===== src/rtl/fnd_pkg.sv =====
// Shared types, segment constants and helpers for the FND scan controller.
// Segment bytes are active-low {dp,g,f,e,d,c,b,a}.
package fnd_pkg;

    typedef enum logic [1:0] {
        IDLE   = 2'd0,
        SHIFT  = 2'd1,
        COMMIT = 2'd2
    } conv_state_t;

    localparam logic [7:0] SEG_BLANK = 8'hFF;
    localparam logic [7:0] SEG_DASH  = 8'hBF;

    // Active-low segment pattern for one hex nibble, decimal point off.
    function automatic logic [7:0] hex_to_seg(input logic [3:0] nib);
        logic [7:0] seg;
        case (nib)
            4'h0: seg = 8'hC0;
            4'h1: seg = 8'hF9;
            4'h2: seg = 8'hA4;
            4'h3: seg = 8'hB0;
            4'h4: seg = 8'h99;
            4'h5: seg = 8'h92;
            4'h6: seg = 8'h82;
            4'h7: seg = 8'hF8;
            4'h8: seg = 8'h80;
            4'h9: seg = 8'h90;
            4'hA: seg = 8'h88;
            4'hB: seg = 8'h83;
            4'hC: seg = 8'hC6;
            4'hD: seg = 8'hA1;
            4'hE: seg = 8'h86;
            default: seg = 8'h8E;
        endcase
        return seg;
    endfunction

    // 10^n, used to size the overflow threshold at elaboration time.
    function automatic longint unsigned pow10(input int n);
        longint unsigned p;
        p = 64'd1;
        for (int i = 0; i < n; i++) begin
            p = p * 64'd10;
        end
        return p;
    endfunction

endpackage


===== src/rtl/fnd_scan_controller_bin2bcd.sv =====
// fnd_bin2bcd_seq: sequential shift-add-3 binary to BCD converter.
// One start pulse in IDLE runs DATA_W shift cycles, then a single COMMIT
// cycle where done_o is high and bcd_o/ovf_o hold the finished result.
module fnd_bin2bcd_seq
    import fnd_pkg::*;
#(
    parameter int DATA_W     = 14,
    parameter int NUM_DIGITS = 4
) (
    input  logic                    clk,
    input  logic                    reset,
    input  logic                    start_i,
    input  logic [DATA_W-1:0]       data_i,
    output logic                    busy_o,
    output logic                    done_o,
    output logic [4*NUM_DIGITS-1:0] bcd_o,
    output logic                    ovf_o
);

    localparam int BCD_W = 4 * NUM_DIGITS;
    localparam int CNT_W = $clog2(DATA_W + 1);
    localparam longint unsigned OVF_LIMIT = pow10(NUM_DIGITS);

    conv_state_t        state_q;
    logic [DATA_W-1:0]  bin_q;
    logic [BCD_W-1:0]   bcd_q;
    logic [BCD_W-1:0]   bcd_adj;
    logic [CNT_W-1:0]   cnt_q;
    logic               ovf_q;
    logic               busy_q;

    // Add 3 to every nibble that would reach 10 or more after the shift.
    always_comb begin
        bcd_adj = bcd_q;
        for (int i = 0; i < NUM_DIGITS; i++) begin
            if (bcd_q[4*i +: 4] >= 4'd5) begin
                bcd_adj[4*i +: 4] = bcd_q[4*i +: 4] + 4'd3;
            end
        end
    end

    // Converter FSM: load on start, shift DATA_W times, present result for one cycle.
    always_ff @(posedge clk or posedge reset) begin
        if (reset) begin
            state_q <= IDLE;
            bin_q   <= '0;
            bcd_q   <= '0;
            cnt_q   <= '0;
            ovf_q   <= 1'b0;
            busy_q  <= 1'b0;
        end else begin
            case (state_q)
                IDLE: begin
                    if (start_i) begin
                        bin_q   <= data_i;
                        bcd_q   <= '0;
                        cnt_q   <= CNT_W'(DATA_W);
                        ovf_q   <= ({{(64-DATA_W){1'b0}}, data_i} >= OVF_LIMIT);
                        busy_q  <= 1'b1;
                        state_q <= SHIFT;
                    end
                end
                SHIFT: begin
                    bcd_q <= {bcd_adj[BCD_W-2:0], bin_q[DATA_W-1]};
                    bin_q <= bin_q << 1;
                    cnt_q <= cnt_q - CNT_W'(1);
                    if (cnt_q == CNT_W'(1)) begin
                        state_q <= COMMIT;
                    end
                end
                COMMIT: begin
                    busy_q  <= 1'b0;
                    state_q <= IDLE;
                end
                default: state_q <= IDLE;
            endcase
        end
    end

    assign busy_o = busy_q;
    assign done_o = (state_q == COMMIT);
    assign bcd_o  = bcd_q;
    assign ovf_o  = ovf_q;

endmodule


===== src/rtl/fnd_scan_controller.sv =====
// fnd_scan_controller: binary value to multiplexed common-anode FND display.
// Optional build macro LEADING_ZERO_BLANK_EN blanks digits above the most
// significant nonzero digit (digit 0 always shown, dashes never blanked).
module fnd_scan_controller
    import fnd_pkg::*;
#(
    parameter int CLK_HZ     = 100_000_000,
    parameter int SCAN_HZ    = 1000,
    parameter int NUM_DIGITS = 4,
    parameter int DATA_W     = 14
) (
    input  logic                  clk,
    input  logic                  reset,
    input  logic [DATA_W-1:0]     i_data,
    input  logic                  i_valid,
    input  logic [NUM_DIGITS-1:0] dp_mask,
    output logic                  o_busy,
    output logic                  o_overflow,
    output logic [NUM_DIGITS-1:0] fnd_com,
    output logic [7:0]            fnd_data
);

    localparam int DIV   = CLK_HZ / SCAN_HZ;
    localparam int PRE_W = $clog2(DIV);
    localparam int IDX_W = (NUM_DIGITS > 1) ? $clog2(NUM_DIGITS) : 1;

    logic                    conv_busy;
    logic                    conv_done;
    logic [4*NUM_DIGITS-1:0] conv_bcd;
    logic                    conv_ovf;

    logic [4*NUM_DIGITS-1:0] disp_q;
    logic                    ovf_q;
    logic [PRE_W-1:0]        pre_q;
    logic                    tick_q;
    logic [IDX_W-1:0]        idx_q;
    logic [NUM_DIGITS-1:0]   com_q;
    logic [7:0]              seg_q;
    logic [NUM_DIGITS-1:0]   com_d;
    logic [7:0]              seg_d;

    fnd_bin2bcd_seq #(
        .DATA_W     (DATA_W),
        .NUM_DIGITS (NUM_DIGITS)
    ) u_bin2bcd (
        .clk     (clk),
        .reset   (reset),
        .start_i (i_valid & ~conv_busy),
        .data_i  (i_data),
        .busy_o  (conv_busy),
        .done_o  (conv_done),
        .bcd_o   (conv_bcd),
        .ovf_o   (conv_ovf)
    );

    // Latch the finished conversion as a whole so no digit is ever torn.
    always_ff @(posedge clk or posedge reset) begin
        if (reset) begin
            disp_q <= '0;
            ovf_q  <= 1'b0;
        end else if (conv_done) begin
            disp_q <= conv_bcd;
            ovf_q  <= conv_ovf;
        end
    end

    // Scan prescaler producing a one-cycle tick per digit slot.
    always_ff @(posedge clk or posedge reset) begin
        if (reset) begin
            pre_q  <= '0;
            tick_q <= 1'b0;
        end else begin
            tick_q <= (pre_q == PRE_W'(DIV - 1));
            pre_q  <= (pre_q == PRE_W'(DIV - 1)) ? '0 : pre_q + PRE_W'(1);
        end
    end

    // Segment pattern for the digit about to be driven.
    always_comb begin
        logic [7:0] seg;
        logic       blank;
`ifdef LEADING_ZERO_BLANK_EN
        logic       upper_zero;
        upper_zero = 1'b1;
        for (int i = 0; i < NUM_DIGITS; i++) begin
            if (i >= int'(idx_q) && disp_q[4*i +: 4] != 4'd0) begin
                upper_zero = 1'b0;
            end
        end
        blank = (idx_q != '0) && upper_zero;
`else
        blank = 1'b0;
`endif
        if (ovf_q) begin
            seg = SEG_DASH;
        end else if (blank) begin
            seg = SEG_BLANK;
        end else begin
            seg = hex_to_seg(disp_q[4*idx_q +: 4]);
        end
        seg_d = {seg[7] & ~dp_mask[idx_q], seg[6:0]};
        com_d = ~(NUM_DIGITS'(1) << idx_q);
    end

    // Drive a new digit once per slot and advance the scan index.
    always_ff @(posedge clk or posedge reset) begin
        if (reset) begin
            idx_q <= '0;
            com_q <= '1;
            seg_q <= SEG_BLANK;
        end else if (tick_q) begin
            com_q <= com_d;
            seg_q <= seg_d;
            idx_q <= (idx_q == IDX_W'(NUM_DIGITS - 1)) ? '0 : idx_q + IDX_W'(1);
        end
    end

    assign o_busy     = conv_busy;
    assign o_overflow = ovf_q;
    assign fnd_com    = com_q;
    assign fnd_data   = seg_q;

endmodule


===== config.mk =====
export PLATFORM = sky130hd
export DESIGN_NAME = fnd_scan_controller
export DESIGN_NICKNAME = d
export VERILOG_FILES = /design/src/rtl/fnd_pkg.sv /design/src/rtl/fnd_scan_controller_bin2bcd.sv /design/src/rtl/fnd_scan_controller.sv
export SDC_FILE = /design/constraint.sdc
export NUM_CORES = 1
export LEC_CHECK = 0
export ABC_AREA = 1
export BUFFER_PORTS_ARGS = -buffer_cell sky130_fd_sc_hd__buf_2
export CAP_MARGIN = 5
export CORE_ASPECT_RATIO = 1.75
export CORE_MARGIN = 1
export CORE_UTILIZATION = 40
export CTS_BUF_LIST = sky130_fd_sc_hd__clkbuf_16
export DETAILED_ROUTE_END_ITERATION = 6
export PLACE_DENSITY = 0.6
export RECOVER_POWER = 25
export SYNTH_ARGS = -nofsm -noshare
export SYNTH_HDL_FRONTEND = slang
export SYNTH_HIERARCHICAL = 1
export SYNTH_SLANG_ARGS = --single-unit

===== constraint.sdc =====
create_clock -name clk -period 2.91 [get_ports clk]
set_input_delay 0.582 -clock clk [delete_from_list [all_inputs] [get_ports clk]]
set_output_delay 0.582 -clock clk [all_outputs]
set_load 0.05 [all_outputs]

======== Word-level counts from Yosys, hierarchy flattened ========
Memory sizes are Yosys's and may differ from the RTL's.
Cells that the tools add are included.
operators by class
  $add $sub $neg .......................... 7
  $mul .................................... 0
  div/mod/pow operators ................... 0
  order comparisons ....................... 6
  equal/unequal tests ..................... 7
  shift-type cells ........................ 2
  muxes and demuxes ....................... 20
  bitwise gates (word level) .............. 5
  reduce and logical (&&, ||, !) cells .... 7
operators with widths
  cell                                                                                 count
  16-bit one-hot mux with 2 select lines                                               1
  14-bit one-hot mux with 2 select lines                                               1
  17-bit by 1-bit adder with 17-bit output, second input constant                      1
  17-bit == test, second input constant                                                1
  17-bit two-way mux                                                                   1
  4-bit by 3-bit greater-or-equal comparator with 1-bit output, second input constant  4
  16-bit two-way mux                                                                   1
  4-bit two-way mux                                                                    4
  16-bit by 5-bit variable part select with 4-bit output                               1
  14-bit greater-or-equal comparator, second input constant                            1
  14-bit two-way mux                                                                   1
  4-bit by 2-bit adder with 4-bit output, second input constant                        3
  8-bit two-way mux                                                                    1
  4-bit one-hot mux with 2 select lines                                                1
  2-bit AND reduction                                                                  4
  2-bit two-way mux                                                                    3
  2-bit == test, second input constant                                                 2
  4-bit by 1-bit == test with 1-bit output, second input constant                      1
  2-bit by 1-bit != test with 1-bit output, second input constant                      2
  4-bit NOT                                                                            1
  2-bit one-hot mux with 2 select lines                                                1
  2-bit nonzero test                                                                   2
  1-bit by 2-bit << shifter with 4-bit output, first input constant                    1
  4-bit by 1-bit subtractor with 4-bit output, second input constant                   1
  other kinds (11)                                                                     14
word-level totals
  flip-flop bits (word level) ............. 87
  latch bits .............................. 0
  bits in writable memories ............... 0
  bits in read-only memories .............. 112
  input bits .............................. 21
  output and inout bits ................... 14
  logic and storage cells ................. 68
  memories kept ........................... 1
memories
  name             depth  bits a word  read ports  clocked after Yosys merged registers in  write ports  line           RTL
  (no name shown)  16     7            1           0                                        0            fnd_pkg.sv:17  case (nib)

======== Logic depth before layout (Yosys ltp) ========
  depth after elaboration ................. 4
  gate-level depth with buffers ........... 13
  gate-level depth less buffers ........... 12

======== By module ========
The synthesis kept the hierarchy.
modules (own cells, without submodules)
  module               instances  cells each  area an instance (um2)
  fnd_scan_controller  1          317         2668.8
  fnd_bin2bcd_seq      1          277         2142.1

======== Worst setup path after synthesis ========
No wires, ideal clock.
  kind .................................... reg2reg
  start point ............................. reg idx_q[0]
  end point ............................... reg seg_q[0] (netlist: fnd_data[0])
  library setup time ...................... 0.072 ns
  arrival ................................. 1.549 ns
  required time ........................... 2.838 ns
  path slack .............................. 1.289 ns
  stages on the path, launching flop included .. 13
  buffers on the path ..................... 1
  cells stage by stage .................... dfrtp_1 > buf_4 > a21oi_1 > o21ai_1 > nand2_1 > inv_1 > ha_1 > inv_1 > nand2_1 > nand3_1 > nand3_1 > nand2_1 > inv_1
between the ends
  longest elaborated chain between the ends .. 3
ends and longest elaborated chain
  element                                                 line                        RTL
  from (decl)                                             fnd_scan_controller.sv:36   logic [IDX_W-1:0] idx_q;
  from (signal assigned)                                  fnd_scan_controller.sv:114  idx_q <= (idx_q == IDX_W'(NUM_DIGITS - 1)) ? '0 : idx_q + IDX_W'(1);
  16-bit by 5-bit variable part select with 4-bit output  fnd_scan_controller.sv:99   seg = hex_to_seg(disp_q[4*idx_q +: 4]);
  memory 16 x 7 bit                                       n/a
  8-bit two-way mux                                       fnd_scan_controller.sv:94   if (ovf_q) begin
  to (signal assigned)                                    fnd_scan_controller.sv:113  seg_q <= seg_d;
  to (decl)                                               fnd_scan_controller.sv:38   logic [7:0] seg_q;
Every way passes these cells.
A chain may end at the register's enable or synchronous reset.

======== Worst setup path in the final report ========
Same ends and word-level chain as after synthesis.

==> flow_summary.ini <==
[clocking]
cts.repair.resized = 0
htreeDepth = 3
post_cts_buffers = 0
cts.clk_slew.worst_paths_ns = 0.07
cts_buffer_depth = 2
cts_root_buf = clkbuf_16
clock_latency_ns = 0.34
cts_hold_buf = 0
clock-sinks = 87
numCtsBuffers = 9
tritoncts = done

[pwr]
p_seq_share_pct = 37.7
p_clk_share_pct = 27.2
pwr-share-comb_pct = 35.1
p_sw_share_pct = 37.58
vdd_ir_drop_max_v = 0.0005147
power_mw = 4.820
p_sw_mw = 1.812
leakagePower_nw = 2.813
power_density_nw_per_um2 = 893.3
p_int_mw = 3.009

[synthesis]
yosysWarnings = 6
syn_area_um2 = 4811
netlist_instances = 594
synth_area_leader_cell = dfrtp_1
ys_ff_latch = 87
synth_top_area_share_pct = 39.01
synth.distinct_cells = 32
synth_area_per_cell_um2 = 8.099
yosysSeqAreaShare_pct = 45.57
synth_area_leaders = dfrtp_1 39%, nand2_1 12%, dfstp_2 6.6%, inv_1 6.1%, ha_1 5.7%
synth_nets = 637

[place]
place_hpwl_um = 6978
place_area_um2 = 5065
post-place-ws_ns = 0.8666
io_buffers = 34
place_congestion = 0.8558

[sta]
final-setup-viol-count = 0
fin_skew_ns = 0.009054
rsz0062_at_grt = no
fmax_ghz = 0.4800
period_share_pct = 71.60
tightest_slew_ns = 1.458
drv_slew = 0
max_slew_margin_pct = 2.668
setup_slack_ns = 0.8265
fin_tns_setup_ns = 0
layout_min_cycle_time_ns = 2.084
hold_viol_final = 0

[floorplanning]
pin_count = 35
coreArea_um2 = 11650
dieArea_um2 = 12490
die_h_um = 147.1
die_w_um = 84.90
std_cell_rows = 52
initial_core_util_pct = 41.31

[cells_and_area]
ff_latch_area_um2 = 2192
antenna_cells = 0
stdcell_area_um2 = 5396
fillers = 1151
multiInputGateArea_um2 = 2178
synthToLayoutAreaGrowth_pct = 12.17
nets = 671
drive_gt1_share_pct = 15.96

[route]
viasPerCell = 5.036
firstDrtPassIters = 7
detail_route.wl_per_cell_um = 12.55
vias = 3868
drc_errors = 2
drtAntennaViolNets = 0
drtIter0Drc = 165
wl_um = 9637

[worst_setup_path]
path_max_fanout = 16
critPathKind = flop to flop
worstPathArrival_ns = 2.36
start_kind = flop
required_ns = 3.19
end_kind = flop

[global_route]
overflow = 0
grt_max_degree = 41
grtUsageTotal_pct = 16.89
antenna_found_initial = 0
grt_pass1_wl_um = 16850
grt_pass1_vias = 3821

[job]
cap_violations = 0

[run_status]
status = finished, violations left
failed_checks = design-rule violations

[min_path]
hp-class = input pin to asynchronous set/reset pin
## stage by stage
step	util [%]	cells	hold WS, ns
final	46.34	768	0.3404
after global routing	46.34	768	0.3979
after CTS	46.41	768	0.3859
after detailed placement	43.49	752	0.4607
after global placement	43.49	752	0.4471
after floorplan	-	594	0.4329
## placed cells by master (no fill, tap or decap)
| cell type | count |
|---|---|
| a21oi_1 | 17 |
| a22oi_1 | 2 |
| buf_2 | 33 |
| buf_4 | 4 |
| bufinv_16 | 3 |
| clkbuf_1 | 1 |
| clkbuf_16 | 9 |
| clkinv_4 | 2 |
| dfrtp_1 | 75 |
| dfstp_2 | 12 |
| ha_1 | 22 |
| inv_1 | 80 |
| inv_2 | 5 |
| inv_4 | 1 |
| mux2_2 | 14 |
| nand2_1 | 161 |
| nand2_2 | 5 |
| nand2_4 | 3 |
| nand3_1 | 43 |
| nand3_2 | 3 |
| nand3_4 | 1 |
| nand4_1 | 14 |
| nor2_1 | 51 |
| nor2_4 | 1 |
| nor3_1 | 6 |
| o21ai_0 | 28 |
| o21ai_1 | 19 |
| o21ai_2 | 1 |
| o21bai_1 | 3 |
| o22ai_1 | 2 |
| o22ai_2 | 3 |
| or2_2 | 1 |
| xnor2_1 | 1 |
| xor2_1 | 7 |
## per-layer routing
| layer | global-route usage (%) | vias to the layer above | wire length, um |
|---|---|---|---|
| met3 | 2.753 | 19 | 334 |
| met4 | 8.390 | 0 | 254 |
| met1 | 19.26 | 1809 | 4064 |
| met2 | 30.20 | 85 | 4983 |
| met5 | 0 | - | 0 |
| li1 | - | 1955 | - |
## sequential cells by signal, summed over array words and instances, names as in the netlist
name,count
disp_q,16
fnd_data,8
tick_q,1
idx_q,2
u_bin2bcd/busy_o,1
u_bin2bcd/bin_q,14
u_bin2bcd/state_q,2
pre_q,17
o_overflow,1
u_bin2bcd/bcd_o,16
u_bin2bcd/ovf_o,1
fnd_com,4
u_bin2bcd/cnt_q,4
## power groups by stage
stage	sequential, mW	combinational, mW	clock [mW]
global placement	1.84	1.65	0
global route	1.87	1.96	1.39
detailed placement	1.84	1.70	0
finish	1.82	1.69	1.31
CTS	1.83	1.71	1.35
floorplan	1.79	1.44	0
## Yosys cell counts
library cell    n
nand3_2         3
o22ai_1         2
nand2_2         5
buf_4           5
ha_1           22
mux2_2         14
nand3_4         1
o21bai_1        3
nand2_4         4
nand2_1       160
clkbuf_1        3
inv_1          78
o22ai_2         3
o21ai_1        19
nor2_4          1
nor3_1          6
dfstp_2        12
xor2_1          7
buf_2           2
nor2_1         51
inv_2           5
dfrtp_1        75
xnor2_1         1
o21ai_0        28
buf_6           5
nand3_1        43
inv_4           1
nand4_1        14
a22oi_1         2
o21ai_2         1
a21oi_1        17
or2_2           1
## logic make-up after synthesis
logic type / count (synthesis) / share of synthesized area, %
buf+inv: 99 / 8.999
compound gates: 75 / 8.660
fa+ha+maj: 22 / 5.722
flops: 87 / 45.57
simple gates: 289 / 26.32
mux: 14 / 3.277
xor+xnor: 8 / 1.456
## worst max-delay path, stage by stage, from the launching register on
cell and delay [ns]:
dfrtp_1 0.66, inv_2 0.25, nand2_1 0.12, nand3_1 0.09, nand2_2 0.16, inv_2 0.07, ha_1 0.21, inv_1 0.08
nand3_1 0.10, nand3_1 0.09, nand3_1 0.07, nand2_1 0.07, inv_1 0.03
## final timing paths
kind | start | endpoint | slack [ns] | cells after the start
worst max register to register | idx_q[0] | fnd_data[0] | 0.83 | 12
worst max-delay path | idx_q[0] | fnd_data[0] | 0.83 | 12
worst min-delay path | reset | u_bin2bcd/bcd_o[13] | 0.34 | 3
max in group asynchronous | reset | fnd_com[2] | 1.30 | 3
min in group clk | pre_q[0] | pre_q[0] | 0.47 | 1
worst min register to register | pre_q[0] | pre_q[0] | 0.47 | 1
## layout make-up
class / instances / area share, %
clock buffer: 9 / 4.173
clock inverter: 7 / 2.133
inverter: 84 / 5.889
multi-input combinational: 408 / 40.37
sequential: 87 / 40.62
tap: 135 / 3.130
timing repair buffer: 38 / 3.687
Note: power is estimated with default switching activity, not from simulation.
